`src/rtl/sfx_mixer.sv`:
```
// Square-wave sound-effect generator mixed over a background stereo stream,
// with output ducking, saturation and a write handshake towards Audio_Controller.
module sfx_mixer #(
  parameter int                 TICK_DIV = 50000,
  parameter logic signed [9:0]  SFX_AMP  = 10'sd200,
  parameter int                 HP_MOVE  = 56818,
  parameter int                 HP_PUSH  = 37879,
  parameter int                 HP_WIN   = 25000,
  parameter int                 HP_FAIL  = 113636,
  parameter int                 MS_MOVE  = 40,
  parameter int                 MS_PUSH  = 80,
  parameter int                 MS_WIN   = 400,
  parameter int                 MS_FAIL  = 200
) (
  input  logic               CLOCK_50,
  input  logic               resetn,
  input  logic signed [9:0]  bgm_left,
  input  logic signed [9:0]  bgm_right,
  input  logic               bgm_valid,
  input  logic               sfx_trigger,
  input  logic [1:0]         sfx_id,
  input  logic               audio_out_allowed,
  output logic [31:0]        left_channel_audio_out,
  output logic [31:0]        right_channel_audio_out,
  output logic               write_audio_out,
  output logic               sfx_busy
);

  typedef enum logic [1:0] {IDLE, TONE, TONE_HI} state_t;

  state_t              state, state_nxt;
  logic [1:0]          id_q;
  logic [31:0]         tick_cnt, ms_cnt, tone_cnt;
  logic [31:0]         half_period, duration, ms_inc;
  logic                tick_wrap, phase, pending;
  logic signed [9:0]   sfx_val;
  logic [9:0]          mix_left, mix_right;

  // NOTE: every always_comb output gets a default first, so no path can infer a latch.
  always_comb begin
    half_period = 32'(HP_MOVE);
    duration    = 32'(MS_MOVE);
    case (id_q)
      2'd1: begin half_period = 32'(HP_PUSH); duration = 32'(MS_PUSH); end
      2'd2: begin half_period = 32'(HP_WIN);  duration = 32'(MS_WIN);  end
      2'd3: begin half_period = 32'(HP_FAIL); duration = 32'(MS_FAIL); end
      default: ;
    endcase
    if (state == TONE_HI) half_period = half_period >> 1;
  end

  assign tick_wrap = (tick_cnt == 32'(TICK_DIV - 1));
  assign ms_inc    = ms_cnt + 32'd1;

  always_comb begin
    state_nxt = state;
    case (state)
      IDLE:    if (sfx_trigger) state_nxt = TONE;
      TONE: begin
        if (sfx_trigger) state_nxt = TONE;
        else if (tick_wrap && ms_inc == duration) state_nxt = IDLE;
        else if (tick_wrap && id_q == 2'd2 && ms_inc == (duration >> 1)) state_nxt = TONE_HI;
      end
      TONE_HI: begin
        if (sfx_trigger) state_nxt = TONE;
        else if (tick_wrap && ms_inc == duration) state_nxt = IDLE;
      end
      default: state_nxt = IDLE;
    endcase
  end

  // NOTE: asynchronous reset in the sensitivity list; sequential state uses <= only.
  always_ff @(posedge CLOCK_50 or negedge resetn) begin
    if (!resetn) state <= IDLE;
    else         state <= state_nxt;
  end

  always_ff @(posedge CLOCK_50 or negedge resetn) begin
    if (!resetn) begin
      id_q     <= 2'd0;
      tick_cnt <= '0;
      ms_cnt   <= '0;
      tone_cnt <= '0;
      phase    <= 1'b0;
    end else if (sfx_trigger) begin
      id_q     <= sfx_id;
      tick_cnt <= '0;
      ms_cnt   <= '0;
      tone_cnt <= '0;
      phase    <= 1'b0;
    end else if (state == IDLE) begin
      tick_cnt <= '0;
      ms_cnt   <= '0;
      tone_cnt <= '0;
      phase    <= 1'b0;
    end else begin
      if (tick_wrap) begin
        tick_cnt <= '0;
        ms_cnt   <= ms_inc;
      end else begin
        tick_cnt <= tick_cnt + 32'd1;
      end
      // >= so an in-flight count above the halved period wraps at once.
      if (tone_cnt >= half_period - 32'd1) begin
        tone_cnt <= '0;
        phase    <= ~phase;
      end else begin
        tone_cnt <= tone_cnt + 32'd1;
      end
    end
  end

  assign sfx_busy = (state != IDLE);

  always_comb begin
    sfx_val = '0;
    if (state != IDLE) sfx_val = phase ? SFX_AMP : -SFX_AMP;
  end

  function automatic logic [9:0] mix_ch(input logic signed [9:0] bgm,
                                        input logic              duck,
                                        input logic signed [9:0] sfx);
    logic signed [11:0] b, s, sum;
    b = {{2{bgm[9]}}, bgm};
    s = {{2{sfx[9]}}, sfx};
    if (duck) b = b >>> 1;
    sum = b + s;
    if (sum > 12'sd511)       return 10'h1FF;
    else if (sum < -12'sd512) return 10'h200;
    else                      return sum[9:0];
  endfunction

  assign mix_left  = mix_ch(bgm_left,  sfx_busy, sfx_val);
  assign mix_right = mix_ch(bgm_right, sfx_busy, sfx_val);

  // A new sample overrides an unsent one; a strobe in the same cycle still sends the old one.
  always_ff @(posedge CLOCK_50 or negedge resetn) begin
    if (!resetn) begin
      left_channel_audio_out  <= '0;
      right_channel_audio_out <= '0;
      pending                 <= 1'b0;
    end else if (bgm_valid) begin
      left_channel_audio_out  <= {mix_left,  22'd0};
      right_channel_audio_out <= {mix_right, 22'd0};
      pending                 <= 1'b1;
    end else if (write_audio_out) begin
      pending <= 1'b0;
    end
  end

  assign write_audio_out = pending & audio_out_allowed;

endmodule

```
`config.mk`:
```
export PLATFORM = sky130hd
export DESIGN_NAME = sfx_mixer
export DESIGN_NICKNAME = d
export VERILOG_FILES = /design/src/rtl/sfx_mixer.sv
export SDC_FILE = /design/constraint.sdc
export NUM_CORES = 1
export LEC_CHECK = 0
export BUFFER_PORTS_ARGS = -buffer_cell sky130_fd_sc_hd__buf_2
export CORE_ASPECT_RATIO = 0.75
export CORE_UTILIZATION = 62
export DETAILED_ROUTE_END_ITERATION = 10
export PLACE_DENSITY = 0.85
export SYNTH_ARGS = -nofsm -noshare
export SYNTH_HDL_FRONTEND = slang
export SYNTH_SLANG_ARGS = --single-unit
```
`constraint.sdc`:
```
create_clock -name CLOCK_50 -period 9.25 [get_ports CLOCK_50]
set_clock_uncertainty 0.05 [all_clocks]
set_input_delay 1.3875 -clock CLOCK_50 [delete_from_list [all_inputs] [get_ports CLOCK_50]]
set_output_delay 1.3875 -clock CLOCK_50 [all_outputs]
set_load 0.005 [all_outputs]
```
==> summary.md <==
| Metric | Value |
|---|---|
| Status | `completed` |
| Mean Syn Cell Area | `8.669 µm²` |
| Post-CTS setup buffer count | `0` |
| Worst skew pair latency | `0.42 ns` |
| Worst hold path type | `flop to flop` |
| CTS root buf | `clkbuf_16` |
| Core area | `about 12000 µm²` |
| Worst slew margin | `29.55%` |
| Commonest cells in the netlist | `dfrtp_1 (122), nor2_1 (118), nand2_1 (100)` |
| Via density | `5.711` |
| Dpl cells | `1118` |
| Synth Instances | `923` |
| Cell taking the most area after synthesis | `dfrtp_1` |
| Startpoint Class | `flop` |
| Vias in the first global route | `6085` |
| Clk pwr share | `47.4%` |
| Grt ovf | `0` |
| Worst Tran Pin Value | `1.053 ns` |
| Die Area | `around 13000 µm²` |
| Hold_buf cts | `0` |
| Crit path kind | `flop to flop` |
| Max VDD drop | `0.0001362 V` |
| Primary FF master, synth | `dfrtp_1` |
| CTS Sinks | `approximately 120` |
| Yosys top cell area share | `38.15%` |
| Nets | `1039` |
| DRC | `0` |
| Hold Vio Cnt, Final | `0` |
| Lkg Pwr | `4.042 nW` |
| Share of cells above drive strength 1 | `9.868%` |
| IO Count | `93` |
| Placement Cell Area | `8218 µm²` |
| Critical path origin | `state[1]` |
| WL/cell | `15.00 µm` |
| Max Root-Sink Buffers | `2` |
| Max-Cap Viols | `0` |
| Largest net degree at the start of global routing | `66` |
| DRT Pass-1 Iters | `6` |
| R2r setup slk | `~4.4 ns` |
| Reg2Reg Depth | `13` |
| R2R Path Start | `state[1]` |
| Final setup fails | `0` |
| Switching share of power | `25.74%` |
| Most frequent cell after synthesis | `dfrtp_1` |
| Total CTS buffers | `17` |
| Min Tclk post-route | `roughly 4.8 ns` |
| Die Y-Extent | `100.4 µm` |
| CTS tree | `built` |
| CTS H-tree depth | `4` |
| Power Dens Cells | `~160 nW/µm²` |
| Final WL | `about 17 mm` |
| Cell row count | `35` |
| Final std cells w/o fill | `1149` |
| FFs w/ async S/R, synth | `100.0%` |
| Vias | `6562` |
| CP Max Fanout | `24` |
| Gate power share | `a little over an eighth` |
| Design area | `8830 µm²` |
| Mapped Area | `8001 µm²` |
| Starting Density | `64.34%` |
| Reg power frac | `between 30% and 40%` |
| Synth Register Bits | `122` |
| GR Util All Layers | `27.51%` |
| CP Capture Point | `left_channel_audio_out[30]` |
| Sw Pwr | `0.3745 mW` |
| Synth Warn # | `0` |
| DRT iter0 DRCs | `599` |
| Crit path capture type | `flop` |
| Final HPWL DP | `11.69 mm` |
| Fmax | `between 200 and 250 MHz` |
| Fill count | `930` |
| CP Data Arrival Time | `5.12 ns` |
| Internal power | `1.080 mW` |
| EDFF count, synth | `0` |
| Setup TNS | `0 ns` |
| Global-route wire length before repair | `approximately 29 mm` |
| Routed Antenna Nets | `0` |
| Final period utilization | `52.19%` |
| Chip Width | `133.2 µm` |
| RR Endpoint | `left_channel_audio_out[30]` |
| RSZ-0062 raised after global routing | `no` |
| GPL Wtd Cong | `0.9159` |
| IO Port Bufs | `48` |
| Min Hold Slack | `0.4206 ns` |
| Clk pin slew, worst setup/hold paths | `approximately 0.060 ns` |
| Seq/Total Area, Yosys | `38.15%` |
| Antenna Cells | `0` |
| Antenna violations before repair | `0` |
| Area growth syn-to-layout | `10.35%` |
| # resized after CTS | `0` |
| WP data required | `between 9 and 10 ns` |
| Top cells by area, synth | `dfrtp_1 (38%), ha_1 (6.1%), xor2_1 (5.8%)` |
| Distinct cell type count after synthesis | `59` |
| Fin. max-slew vios | `0` |
==> power groups by stage <==
stage	registers, mW	clock network (mW)	logic [mW]
finish	0.576	0.689	0.189
global route	0.579	0.719	0.213
CTS	0.576	0.698	0.188
detailed placement	0.584	0	0.184
global placement	0.584	0	0.178
floorplan	0.584	0	0.129
==> cell families after synthesis <==
kind of cell,share of synthesized area [%]
flops,38.15
xor+xnor,10.62
buf+inv,7.662
fa+ha+maj,6.599
mux,1.314
compound gates,9.758
other cells,0.04687
simple gates,25.85
==> cells in the final DEF, fill, tap and decap left out, types with 10 or more instances in the layout <==
cell type / n
dfrtp_1: 122
nor2_1: 118
nand2_1: 100
conb_1: 59
xor2_1: 53
buf_2: 47
xnor2_1: 44
nand3_1: 41
ha_1: 39
inv_1: 35
a21oi_1: 27
nand4_1: 23
o21ai_0: 22
nor3_1: 22
nor2b_1: 18
clkbuf_16: 17
and3_1: 15
or3_1: 13
and2_1: 12
nor4_1: 11
and4_1: 11
a21o_1: 11
nand2b_1: 10
o22ai_1: 10
a31oi_1: 10
==> layout make-up <==
type / instances / area (µm²) / share of cell area [%]
tap: 166 / 207.7 / 2.352
multi-input combinational: 743 / 4553 / 51.57
clock buffer: 20 / 466.7 / 5.286
clock inverter: 11 / 145.1 / 1.644
timing repair buffer: 52 / 272.8 / 3.089
inverter: 35 / 131.4 / 1.488
sequential: 122 / 3053 / 34.58
==> worst max-delay path, cell delays in order (launching register included) <==
cell and delay, ns:
dfrtp_1 0.45, nor2_1 0.84, inv_1 0.62, nand2b_1 0.33, inv_1 0.21, ha_1 0.39
nor2b_1 0.15, o21ai_0 0.24, a21boi_1 0.12, o21ai_0 0.22, a21boi_1 0.11, nor3_1 0.73
inv_1 0.11, a31oi_1 0.18
==> registers in the layout (all words and copies together), names as in the netlist <==
| signal | flops |
|---|---|
| state | 2 |
| ms_cnt | 32 |
| left_channel_audio_out | 10 |
| id_q | 2 |
| tone_cnt | 32 |
| right_channel_audio_out | 10 |
| tick_cnt | 32 |
| pending | 1 |
| phase | 1 |
==> layer usage <==
metal	up-vias	part of all wire (%)	GRT usage [%]
met4	0	1.2	8.566
li1	3165	-	-
met1	3148	47	39.28
met5	-	0	0
met2	227	46	41.72
met3	22	6.3	6.313
==> stage by stage <==
step                      worst slack, ns  utilization, %  power (mW)
final                               4.423           71.00       1.455
after global routing                3.941           71.00       1.511
after CTS                           4.510           71.00       1.461
after detailed placement            4.632           66.08      0.7679
after global placement              4.765           66.08      0.7618
after floorplan                     5.652               -      0.7133
==> worst min-delay path by stage <==
stage	depth (start not counted)	end	startpoint	slack (ns)
4_1_cts	1	tick_cnt[0]	tick_cnt[0]	0.42
2_1_floorplan	1	tick_cnt[0]	tick_cnt[0]	0.37
3_5_place_dp	1	tick_cnt[0]	tick_cnt[0]	0.40
6_report	1	pending	pending	0.42
5_1_grt	1	pending	pending	0.44
3_3_place_gp	1	tick_cnt[0]	tick_cnt[0]	0.40
Power figures use the tool's default switching activity.
